File: src/rtl/netlist_pkg.sv
// Shared types and constants for the netlist_top 8-bit processor: opcodes,
// instruction layout and the built-in default program.
package netlist_pkg;

  localparam int unsigned DATA_W  = 8;
  localparam int unsigned INSTR_W = 16;

  typedef enum logic [3:0] {
    OP_NOP  = 4'h0,
    OP_LDI  = 4'h1,
    OP_ADD  = 4'h2,
    OP_SUB  = 4'h3,
    OP_AND  = 4'h4,
    OP_OR   = 4'h5,
    OP_XOR  = 4'h6,
    OP_ADDI = 4'h7,
    OP_JMP  = 4'h8,
    OP_BEQZ = 4'h9,
    OP_BNEZ = 4'hA,
    OP_OUT  = 4'hB,
    OP_MUL  = 4'hC,
    OP_RSVD_D = 4'hD,
    OP_RSVD_E = 4'hE,
    OP_HALT = 4'hF
  } opcode_e;

  typedef struct packed {
    opcode_e     op;
    logic [1:0]  rd;
    logic [1:0]  rs;
    logic [7:0]  imm;
  } instr_t;

  localparam int unsigned DEFAULT_LEN = 9;

  // Counts r0 from 0 to 5 through the output port, then halts at address 8.
  localparam logic [INSTR_W-1:0] DEFAULT_PROG [DEFAULT_LEN] = '{
    16'h1000,  // LDI  r0,0
    16'h1401,  // LDI  r1,1
    16'h1805,  // LDI  r2,5
    16'hB000,  // OUT  r0
    16'h2100,  // ADD  r0,r1
    16'h3900,  // SUB  r2,r1
    16'hA803,  // BNEZ r2,3
    16'hB000,  // OUT  r0
    16'hF000   // HALT
  };

  function automatic logic [INSTR_W-1:0] default_word(logic [7:0] addr);
    logic [INSTR_W-1:0] w;
    w = '0;
    for (int unsigned i = 0; i < DEFAULT_LEN; i++) begin
      if (addr == 8'(i)) w = DEFAULT_PROG[i];
    end
    return w;
  endfunction

endpackage

File: src/rtl/netlist_if.sv
// Observation bundle of netlist_top: program counter, output port and halt flag.
interface netlist_if;
  import netlist_pkg::*;

  logic [DATA_W-1:0] Pc;
  logic [DATA_W-1:0] OutData;
  logic              OutValid;
  logic              Halted;

  modport master (output Pc, output OutData, output OutValid, output Halted);
  modport slave  (input  Pc, input  OutData, input  OutValid, input  Halted);
endinterface

File: src/rtl/netlist_alu.sv
// Combinational 8-bit ALU; results wrap modulo 2^8.
// MUL exists only when NETLIST_MUL_EN is defined.
module netlist_alu
  import netlist_pkg::*;
(
  input  opcode_e           op_i,
  input  logic [DATA_W-1:0] a_i,
  input  logic [DATA_W-1:0] b_i,
  input  logic [DATA_W-1:0] imm_i,
  output logic [DATA_W-1:0] res_o
);

  always_comb begin
    res_o = a_i;
    case (op_i)
      OP_LDI:  res_o = imm_i;
      OP_ADD:  res_o = a_i + b_i;
      OP_SUB:  res_o = a_i - b_i;
      OP_AND:  res_o = a_i & b_i;
      OP_OR:   res_o = a_i | b_i;
      OP_XOR:  res_o = a_i ^ b_i;
      OP_ADDI: res_o = a_i + imm_i;
`ifdef NETLIST_MUL_EN
      OP_MUL:  res_o = a_i * b_i;
`endif
      default: res_o = a_i;
    endcase
  end

endmodule

File: src/rtl/netlist_top.sv
// Single-cycle 8-bit processor: PC, 16-bit ROM, 4x8 register file, ALU, output port.
// Build option: NETLIST_MUL_EN enables opcode C (MUL); otherwise C is a NOP.
module netlist_top
  import netlist_pkg::*;
#(
  parameter int unsigned ROM_DEPTH = 256,
  parameter string       PROG_FILE = "",
  // Image of PROG_FILE rendered by the build flow; word n at bits [16n +: 16].
  parameter logic [ROM_DEPTH*INSTR_W-1:0] PROG_IMAGE = '0
) (
  input  logic Clock,
  input  logic Reset,
  netlist_if.master obs
);

  typedef enum logic {ST_RUN, ST_HALT} state_e;

  localparam bit USE_DEFAULT = (PROG_FILE == "");

  state_e            state_q;
  logic [DATA_W-1:0] pc_q, pc_d;
  logic [DATA_W-1:0] regs_q [4];
  logic [DATA_W-1:0] out_data_q;
  logic              out_valid_q;

  int unsigned        rom_idx;
  logic [INSTR_W-1:0] rom_word;
  instr_t             ins;
  logic [DATA_W-1:0]  rd_val, rs_val, alu_res;
  logic               wr_en, out_en, halt_en;

  always_comb begin
    rom_idx  = 32'(pc_q) % ROM_DEPTH;
    rom_word = USE_DEFAULT ? default_word(8'(rom_idx))
                           : PROG_IMAGE[rom_idx*INSTR_W +: INSTR_W];
    ins      = instr_t'(rom_word);
    rd_val   = regs_q[ins.rd];
    rs_val   = regs_q[ins.rs];
  end

  netlist_alu u_alu (
    .op_i  (ins.op),
    .a_i   (rd_val),
    .b_i   (rs_val),
    .imm_i (ins.imm),
    .res_o (alu_res)
  );

  always_comb begin
    pc_d    = pc_q + 8'd1;
    wr_en   = 1'b0;
    out_en  = 1'b0;
    halt_en = 1'b0;
    case (ins.op)
      OP_LDI, OP_ADD, OP_SUB, OP_AND, OP_OR, OP_XOR, OP_ADDI: wr_en = 1'b1;
`ifdef NETLIST_MUL_EN
      OP_MUL:  wr_en = 1'b1;
`endif
      OP_JMP:  pc_d = ins.imm;
      OP_BEQZ: if (rd_val == '0) pc_d = ins.imm;
      OP_BNEZ: if (rd_val != '0) pc_d = ins.imm;
      OP_OUT:  out_en = 1'b1;
      OP_HALT: begin
        pc_d    = pc_q;
        halt_en = 1'b1;
      end
      default: ;
    endcase
  end

  // Once halted, only OutValid keeps updating (to clear a pending pulse).
  always_ff @(posedge Clock or posedge Reset) begin
    if (Reset) begin
      state_q     <= ST_RUN;
      pc_q        <= '0;
      regs_q      <= '{default: '0};
      out_data_q  <= '0;
      out_valid_q <= 1'b0;
    end else if (state_q == ST_RUN) begin
      pc_q        <= pc_d;
      out_valid_q <= out_en;
      if (wr_en)   regs_q[ins.rd] <= alu_res;
      if (out_en)  out_data_q     <= rd_val;
      if (halt_en) state_q        <= ST_HALT;
    end else begin
      out_valid_q <= 1'b0;
    end
  end

  assign obs.Pc       = pc_q;
  assign obs.OutData  = out_data_q;
  assign obs.OutValid = out_valid_q;
  assign obs.Halted   = (state_q == ST_HALT);

endmodule

File: src/flat_wrapper.sv
// flat-port wrapper written by rule: the top's interface ports become plain ports
module netlist_top_flat import netlist_pkg::*;
#(
  parameter int unsigned ROM_DEPTH = 256,
  parameter string       PROG_FILE = "",
                                                                               
  parameter logic [ROM_DEPTH*INSTR_W-1:0] PROG_IMAGE = '0
)
  (Clock, Reset, obs_Pc, obs_OutData, obs_OutValid, obs_Halted);
  netlist_if obs_i ();
  input  logic Clock;
  input  logic Reset;
  output wire logic [$bits(obs_i.Pc)-1:0] obs_Pc;
  output wire logic [$bits(obs_i.OutData)-1:0] obs_OutData;
  output wire logic [$bits(obs_i.OutValid)-1:0] obs_OutValid;
  output wire logic [$bits(obs_i.Halted)-1:0] obs_Halted;
  assign obs_Pc = obs_i.Pc;
  assign obs_OutData = obs_i.OutData;
  assign obs_OutValid = obs_i.OutValid;
  assign obs_Halted = obs_i.Halted;
  netlist_top #(.ROM_DEPTH(ROM_DEPTH), .PROG_FILE(PROG_FILE), .PROG_IMAGE(PROG_IMAGE)) u_core (.Clock(Clock), .Reset(Reset), .obs(obs_i));
endmodule
File: config.mk
export PLATFORM = sky130hd
export DESIGN_NAME = netlist_top_flat
export DESIGN_NICKNAME = d
export VERILOG_FILES = /design/src/rtl/netlist_pkg.sv /design/src/rtl/netlist_if.sv /design/src/rtl/netlist_alu.sv /design/src/rtl/netlist_top.sv /design/src/flat_wrapper.sv
export SDC_FILE = /design/constraint.sdc
export NUM_CORES = 1
export LEC_CHECK = 0
export BUFFER_PORTS_ARGS = -buffer_cell sky130_fd_sc_hd__buf_2
export CORE_ASPECT_RATIO = 0.7
export CORE_MARGIN = 1
export CORE_UTILIZATION = 30
export CTS_CLUSTER_SIZE = 25
export DETAILED_ROUTE_END_ITERATION = 10
export PLACE_DENSITY = 0.55
export SYNTH_ARGS = -nofsm -noshare
export SYNTH_HDL_FRONTEND = slang
export SYNTH_HIERARCHICAL = 1
export SYNTH_SLANG_ARGS = --single-unit
File: constraint.sdc
create_clock -name Clock -period 8.3 [get_ports Clock]
set_input_delay 0.415 -clock Clock [delete_from_list [all_inputs] [get_ports Clock]]
set_output_delay 0.415 -clock Clock [all_outputs]
set_load 0.05 [all_outputs]
==> results of run 1 <==
-- state kept, by name, indices dropped and copies added, names as in the netlist --
| register | count |
|---|---|
| u_core/obs.OutValid | 1 |
| u_core/obs.OutData | 8 |
| u_core/obs.Pc | 8 |
| u_core/obs.Halted | 1 |
| u_core/regs_q | 24 |
-- cell usage in the layout (no fill, tap or decap), types with 6 or more instances in the layout --
master   instances
conb_1          10
buf_4            8
nor3b_1          7
mux2_2          40
dfrtp_1         42
nor2_1          23
nor3_1          12
a22oi_1         13
a21oi_1         17
inv_1           29
ha_1            28
nand2_1         20
xnor2_1          6
buf_2           19
o21ai_0         27
nand3_1          6
-- per-stage QoR --
step / utilization / instances / hold WS, ps / setup WS [ps] / cell area [um2]
after floorplan: - / 389 / 479.9 / 3393 / 3486
after global placement: 0.3372 / 549 / 481.7 / 3252 / 3740
after detailed placement: 0.3372 / 549 / 488.8 / 3109 / 3740
after CTS: 0.3519 / 557 / 267.7 / 3066 / 3902
after global routing: 0.3519 / 557 / 305.3 / 2636 / 3902
final: 0.3519 / 557 / 255.5 / 2946 / 3902
-- layer usage --
metal  vias to the layer above  part of all wire  GRT usage  routed length (um)
li1                       1435                 -          -                   -
met1                      1451              0.52     0.2825                5134
met2                       127              0.38     0.2354                3775
met3                        14             0.081    0.04492                 792
met4                         0             0.011    0.04457                 108
met5                         -                 0          0                   0
-- cells by family after synthesis --
kind of cell    count (synthesis)
buf+inv                        50
mux                            41
simple gates                  100
other cells                     1
fa+ha+maj                      29
xor+xnor                        9
compound gates                108
flops                          42
-- critical path, stage by stage (launching register included) --
cell and delay (ps):
dfrtp_1 430, or4_4 600, or3_1 510, or4_1 670, mux2_2 380, inv_1 120, ha_1 200, nor3b_1 410
nand2_1 130, nand3_1 110, a21oi_1 60, a221o_1 270, ha_1 320, a21oi_1 190, o211ai_1 130, nand2_1 120
nor3b_1 190, nor3_1 110, mux2_2 280
-- area by class of cell --
type	count	area share
tap	153	0.04905
clock inverter	1	0.007695
inverter	30	0.02886
multi-input combinational	297	0.5713
timing repair buffer	27	0.03976
sequential	42	0.2693
clock buffer	7	0.03399
-- path summary, 6_finish.rpt --
kind	to	slack (ps)	cells past startpoint
setup / recovery	u_core/regs_q[31]	2950	18
hold / removal	u_core/regs_q[18]	260	3
setup reg to reg	u_core/regs_q[31]	2950	18
hold reg to reg	u_core/obs.OutData[5]	500	1
max in group asynchronous	u_core/obs.OutData[6]	7680	3
min in group Clock	u_core/obs.OutData[5]	500	1
==> impl_metrics.tcl, run 1 <==
set metrics [dict create \
    status "finished clean" \
    fillers 1163 \
    dieArea_mm2 0.01195 \
    drive_gt1_frac 0.1931 \
    yosys.area_share.xor_xnor 0.02283 \
    grt_pass1_vias 2989 \
    worst-setup-path-type "reg2reg" \
    multi_input_area_mm2 0.002230 \
    cts_tree "done" \
    cp-startpoint "u_core/obs.Pc[6]" \
    io_buffers 19 \
    gp_congestion 0.9075 \
    fp-row-count 32 \
    synth_top_family_by_area "compound AO/OA/AOI/OAI gates" \
    worstPathRequired_ps 8470 \
    synth-edff-count 0 \
    area_delta_synth_final_pct 13.05 \
    ant_nets 0 \
    period_share 0.6451 \
    cts-resized-gates 0 \
    synth_compound_area_frac 0.2175 \
    relSlewSlack 0.3339 \
    wl_um 9811 \
    grt_max_degree 43 \
    fp.dieH_um 91.75 \
    vias 3027 \
    clk_latency_ps 290 \
    crit_fanout 12 \
    synth_common_cells "dfrtp_1, mux2_2, inv_1" \
    htreeDepth 2 \
    seqCellArea_mm2 0.001051 \
    synth_area_mm2 0.003452 \
    post_cts_buffers 0 \
    synth_adder_area_share 0.1073 \
    holdBufCountCts 0 \
    synthSimpleGateAreaFrac 0.1540 \
    clockBufferDepth 2 \
    dr.pass1.iters 4 \
    rsz0062_at_grt "no" \
    cts_made_buffers 5 \
    hold_viol 0 \
    r2r_start "u_core/obs.Pc[6]" \
    hpwl_um 7354 \
    min_period_ps 5354 \
    drc_errors 0 \
    first_iter_violations 282 \
    cts.clk_slew.worst_paths_ps 60 \
    synth_cell_types 57 \
    maxSlewViolCount 0 \
    hold_path.class "in2async" \
    fmax_ghz 0.1868 \
    fin_skew_ps 6.305 \
    ys_ff_latch 42 \
    synthMuxAreaShare 0.1334 \
    antenna_found_initial 0 \
    critPathLaunchType "register" \
    maxCapViolations 0 \
    tightest_slew_ps 994.5 \
    diodes 0 \
    synthFlopType "dfrtp_1" \
    synthArstFlopShare 1.000 \
    core_area_mm2 0.01109 \
    start_util 0.3113 \
    grt_first_pass_wirelength_um 16490 \
    yosysTopAreaCell "dfrtp_1" \
    overflow 0 \
    nets 434 \
    yosysTopAreaCellShare 0.3045 \
    arrival_ps 5520 \
    vias_per_cell 5.434 \
    die_x_um 130.2 \
    grt_usage 0.1798 \
    cts-root-buf "clkbuf_16" \
    finalSetupTns_ps 0 \
    end_kind "register" \
    synth.yosys.seq_area_share 0.3045 \
    cts.sinks 42 \
    io_pins 20 \
    synth_area_leaders "dfrtp_1, mux2_2, ha_1" \
    synth_area_per_cell_um2 9.084 \
    wl_per_cell_um 17.61 \
    setup-violations-final 0 \
    yosysMostFrequentCell "dfrtp_1" \
    syn_inst 380 \
    ys.warnings.count 6 \
]
Power of run 1 is left out: the tool's default activity adds up to more than one toggle a clock period on the data nets, which glitch-free logic cannot reach.
==> run 2: changes to the inputs <==
- PLACE_DENSITY: 0.55 -> 0.57
- clock period: 8.3 -> 4.5 ns (I/O delays scaled with it)
==> run 2 against run 1 <==
Net effect:
- worst hold slack lost 210 ps
- clock skew grew 3.7 ps
- routed wire length shrank 0.70%
- utilization grew 2.6 points
- clock-buffer cell count shrank 2
- register-to-register slack lost 2800 ps
- design area grew 7.5%
- first-iteration DRC count shrank 3.2%
- global-route usage shrank 1.0 points
- critical endpoint unchanged
- sequential cell count is the same
- cell count grew 4.1%
- maximum frequency grew 22%
==> impl_metrics.tcl, run 2 (synthesized netlist as in run 1, its figures left out) <==
set metrics [dict create \
    worstPathRequired_ps 4680 \
    arrival_ps 4550 \
    maxCapViolations 0 \
    cts.clk_slew.worst_paths_ps 70 \
    end_kind "register" \
    start_util 0.3113 \
    vias 3110 \
    min_period_ps 4373 \
    io_buffers 19 \
    status "finished clean" \
    cts.sinks 42 \
    htreeDepth 2 \
    drt-met1-wl_um 5156 \
    period_share 0.9717 \
    placed_cells 568 \
    hpwl_um 7585 \
    clk_latency_ps 300 \
    fin_skew_ps 9.979 \
    fmax_ghz 0.2287 \
    met3_length_um 737 \
    setup-violations-final 0 \
    vias_per_cell 5.362 \
    top_register "u_core/regs_q" \
    fillers 1117 \
    fp.dieH_um 91.75 \
    grt_max_degree 43 \
    critPathLaunchType "register" \
    cts-root-buf "clkbuf_16" \
    hold_path.class "in2async" \
    post-route-util 0.3782 \
    layout_commonest_cell "dfrtp_1" \
    crit_fanout 6 \
    holdBufCountCts 0 \
    drc_errors 0 \
    fp-row-count 32 \
    first_iter_violations 273 \
    final_cell_mix "dfrtp_1, mux2_2, buf_4" \
    tightest_slew_ps 1191 \
    grt_first_pass_wirelength_um 15420 \
    area_delta_synth_final_pct 21.49 \
    largest_register_ffs 24 \
    cts_tree "done" \
    core_area_mm2 0.01109 \
    ant_nets 0 \
    grt_usage 0.1694 \
    cts_made_buffers 5 \
    hold_viol 0 \
    maxSlewViolCount 0 \
    io_pins 20 \
    finalSetupTns_ps 0 \
    relSlewSlack 0.1978 \
    final_cells 580 \
    dr.pass1.iters 5 \
    worst-setup-path-type "reg2reg" \
    grt_pass1_vias 2786 \
    dieArea_mm2 0.01195 \
    drive_gt1_frac 0.2927 \
    die_x_um 130.2 \
    rsz0062_at_grt "yes" \
    gp_congestion 0.8534 \
    antenna_found_initial 0 \
    wl_per_cell_um 16.80 \
    clockBufferDepth 2 \
    nets 457 \
    diodes 0 \
    routed.top_layer "met4" \
    overflow 0 \
    wl_um 9742 \
    met2_length_um 3783 \
]
-- run 2: changes by cell type in the layout (fill, tap and decap cells not counted), moves of 4 or more --
cell     previous run  this run
buf_4               8        29
mux2_2             40        36
mux2_4              0         4
o21ai_0            27        20
o21ai_1             0         6
-- run 2: metrics by stage --
step,cell area [um2],worst slack [ps],hold WS (ps)
3_5_place_dp,3941,-28.41,376.6
4_1_cts,4089,38.68,62.16
2_1_floorplan,3555,-23.32,468.0
3_3_place_gp,3941,36.09,375.0
6_report,4194,127.2,43.97
5_1_grt,4194,-44.48,110.2
-- run 2: worst paths after layout --
check | cells past startpoint | from | slack (ps) | endpoint
max in group asynchronous | 3 | Reset | 4070 | u_core/obs.Pc[7]
min reg2reg | 1 | u_core/obs.OutData[7] | 500 | u_core/obs.OutData[7]
min | 3 | Reset | 40 | u_core/regs_q[18]
max | 17 | u_core/obs.Pc[4] | 130 | u_core/regs_q[31]
max reg2reg | 17 | u_core/obs.Pc[4] | 130 | u_core/regs_q[31]
min in group Clock | 1 | u_core/obs.OutData[7] | 500 | u_core/obs.OutData[7]
-- run 2: what timing repair did --
action                                  CTS  global route
endpoints found under the setup margin    8            18
endpoints found under the hold margin     0             0
gates resized for setup                   1            23
setup buffers                             0             4
pin swaps                                 0             7
-- run 2: layout make-up --
type / count / area (um2) / share of cell area
sequential: 42 / 1055 / 0.2515
inverter: 30 / 117.6 / 0.02804
tap: 153 / 191.4 / 0.04564
clock buffer: 5 / 125.1 / 0.02983
timing repair buffer: 50 / 335.3 / 0.07995
multi-input combinational: 297 / 2351 / 0.5606
clock inverter: 3 / 18.77 / 0.004475
-- run 2: critical path: stages (launching register included) --
cell and delay (ps):
dfrtp_2 400, or4_4 530, or3_4 340, or4_4 480, buf_6 150, mux2_4 330
or4_4 460, nor2_4 140, nor3_2 50, a21oi_1 120, o21ai_1 80, ha_2 340
nand2_1 50, o21ai_1 140, nand2_1 100, nor3b_2 190, nor3_2 80, mux2_2 270
-- run 2: routing by layer --
| layer | GRT usage | vias up |
|---|---|---|
| li1 | - | 1477 |
| met4 | 0.02907 | 0 |
| met3 | 0.04376 | 7 |
| met1 | 0.2762 | 1526 |
| met5 | 0 | - |
| met2 | 0.2145 | 100 |
Power of run 2 is left out for the same reason.
==> run 3: changes to the inputs <==
- CAP_MARGIN: not set -> 20
- CORE_MARGIN: 1 -> 8
==> run 3 against run 2 <==
Net effect:
- highest routed layer unchanged
- die area is 28% higher
- critical path depth rose by 1
- non-clock buffer count is 1 higher
- critical path type unchanged
- worst hold slack improved by 7.2 ps
==> impl_metrics.tcl, run 3 (synthesized netlist as in run 1, its figures left out) <==
set metrics [dict create \
    die_x_um 144.2 \
    cts.sinks 42 \
    fmax_ghz 0.2230 \
    min_period_ps 4484 \
    use_met1 0.2119 \
    clk_latency_ps 290 \
    area_delta_synth_final_pct 22.15 \
    wl_um 10050 \
    worstPathRequired_ps 4680 \
    path_cells "or4_4 -> or3_4 -> or4_4 -> mux2_4 -> inv_2 -> ha_4 -> nor3b_4 -> nand2_1 -> nand3_1 -> a21oi_1 -> a221o_1 -> ha_4 -> a21oi_4 -> o211ai_1 -> nand2_1 -> nor3b_4 -> nor3_2 -> mux2_2" \
    gr-usage-met2 0.1698 \
    period_share 0.9964 \
    gp_congestion 0.9198 \
    maxCapViolations 0 \
    grt_max_degree 43 \
    dr.pass1.iters 6 \
    cp_num_buf_inv 1 \
    diodes 0 \
    top_usage_layer "met1" \
    grt_usage 0.1319 \
    clockBufferDepth 2 \
    vias_per_cell 5.318 \
    ant_nets 0 \
    fin_skew_ps 9.579 \
    setup-violations-final 0 \
    wl_per_cell_um 17.29 \
    final_cells 581 \
    drive_gt1_frac 0.2874 \
    critPathLaunchType "register" \
    antenna_found_initial 0 \
    final_cell_mix "dfrtp_1, mux2_2, buf_4" \
    end_kind "register" \
    htreeDepth 2 \
    rsz0062_at_grt "yes" \
    fp-row-count 32 \
    hpwl_um 7710 \
    first_iter_violations 434 \
    maxSlewViolCount 0 \
    cts-root-buf "clkbuf_16" \
    worst-setup-path-type "reg2reg" \
    seqCellArea_mm2 0.001055 \
    tightest_slew_ps 970.6 \
    use_met3 0.03290 \
    io_buffers 19 \
    top_register "u_core/regs_q" \
    fillers 1136 \
    hold_viol 0 \
    cts_tree "done" \
    arrival_ps 4660 \
    grt_pass1_vias 2840 \
    start_util 0.3101 \
    slowest_stage "or4_4" \
    critical-path-top-delay-family "simple AND/OR/NAND/NOR gates" \
    status "finished clean" \
    layout_commonest_cell "dfrtp_1" \
    hold_path.class "in2async" \
    nets 458 \
    crit_fanout 4 \
    critPathMaxStageDelay_ps 550 \
    overflow 0 \
    dieArea_mm2 0.01525 \
    vias 3090 \
    relSlewSlack 0.3461 \
    multi_input_area_mm2 0.002345 \
    cts_made_buffers 5 \
    placed_cells 568 \
    io_pins 20 \
    largest_register_ffs 24 \
    fp.dieH_um 105.8 \
    grt_first_pass_wirelength_um 16000 \
    core_area_mm2 0.01113 \
    cts.clk_slew.worst_paths_ps 70 \
    finalSetupTns_ps 0 \
    drc_errors 0 \
]
[run 3: path summary, 6_finish.rpt]
path	cells past startpoint	from	slack, ps	to
hold / removal	3	Reset	50	u_core/regs_q[9]
max in group asynchronous	3	Reset	4050	u_core/obs.Pc[6]
hold reg to reg	1	u_core/obs.Pc[7]	490	u_core/obs.Pc[7]
setup reg to reg	18	u_core/obs.Pc[4]	20	u_core/regs_q[31]
setup / recovery	18	u_core/obs.Pc[4]	20	u_core/regs_q[31]
min in group Clock	1	u_core/obs.Pc[7]	490	u_core/obs.Pc[7]
[run 3: cell type report]
| class | instances | share of cell area |
|---|---|---|
| Multi-Input combinational cell | 297 | 0.5561 |
| Tap cell | 153 | 0.04540 |
| Inverter | 30 | 0.02671 |
| Clock inverter | 3 | 0.01157 |
| Timing Repair Buffer | 51 | 0.08042 |
| Sequential cell | 42 | 0.2501 |
| Clock buffer | 5 | 0.02967 |
[run 3: per-layer routing]
layer  vias up  wire (um)
met2       109       3875
met3         7        822
met1      1490       5291
li1       1484          -
met4         0         57
met5         -          0
[run 3: worst register-to-register path: cells and delay by family (launching register included)]
kind                     cells  cell delay (ps)
AND/OR/NAND/NOR              9             2250
multiplexers                 2              620
AO/OA/AOI/OAI                4              600
adder cells (fa/ha/maj)      2              420
flip-flops                   1              400
buffers and inverters        1               90
[run 3: timing repair]
item,4_1_cts,5_1_grt
gates cloned,0,0
hold buffers,0,0
gates resized for setup,1,17
setup buffers,0,5
setup endpoints to repair,3,18
pin swaps,0,10
[run 3: stage by stage]
step                hold slack [ps]  area (um2)    util  setup slack (ps)
floorplan                     468.0        3555       -            -23.32
global placement              372.4        3934  0.3534             39.33
detailed placement            383.2        3941  0.3541            -27.87
CTS                           68.50        4120  0.3702             6.846
global route                  106.6        4217  0.3788            -144.2
finish                        51.13        4217  0.3788             16.29
Power of run 3 is left out for the same reason.
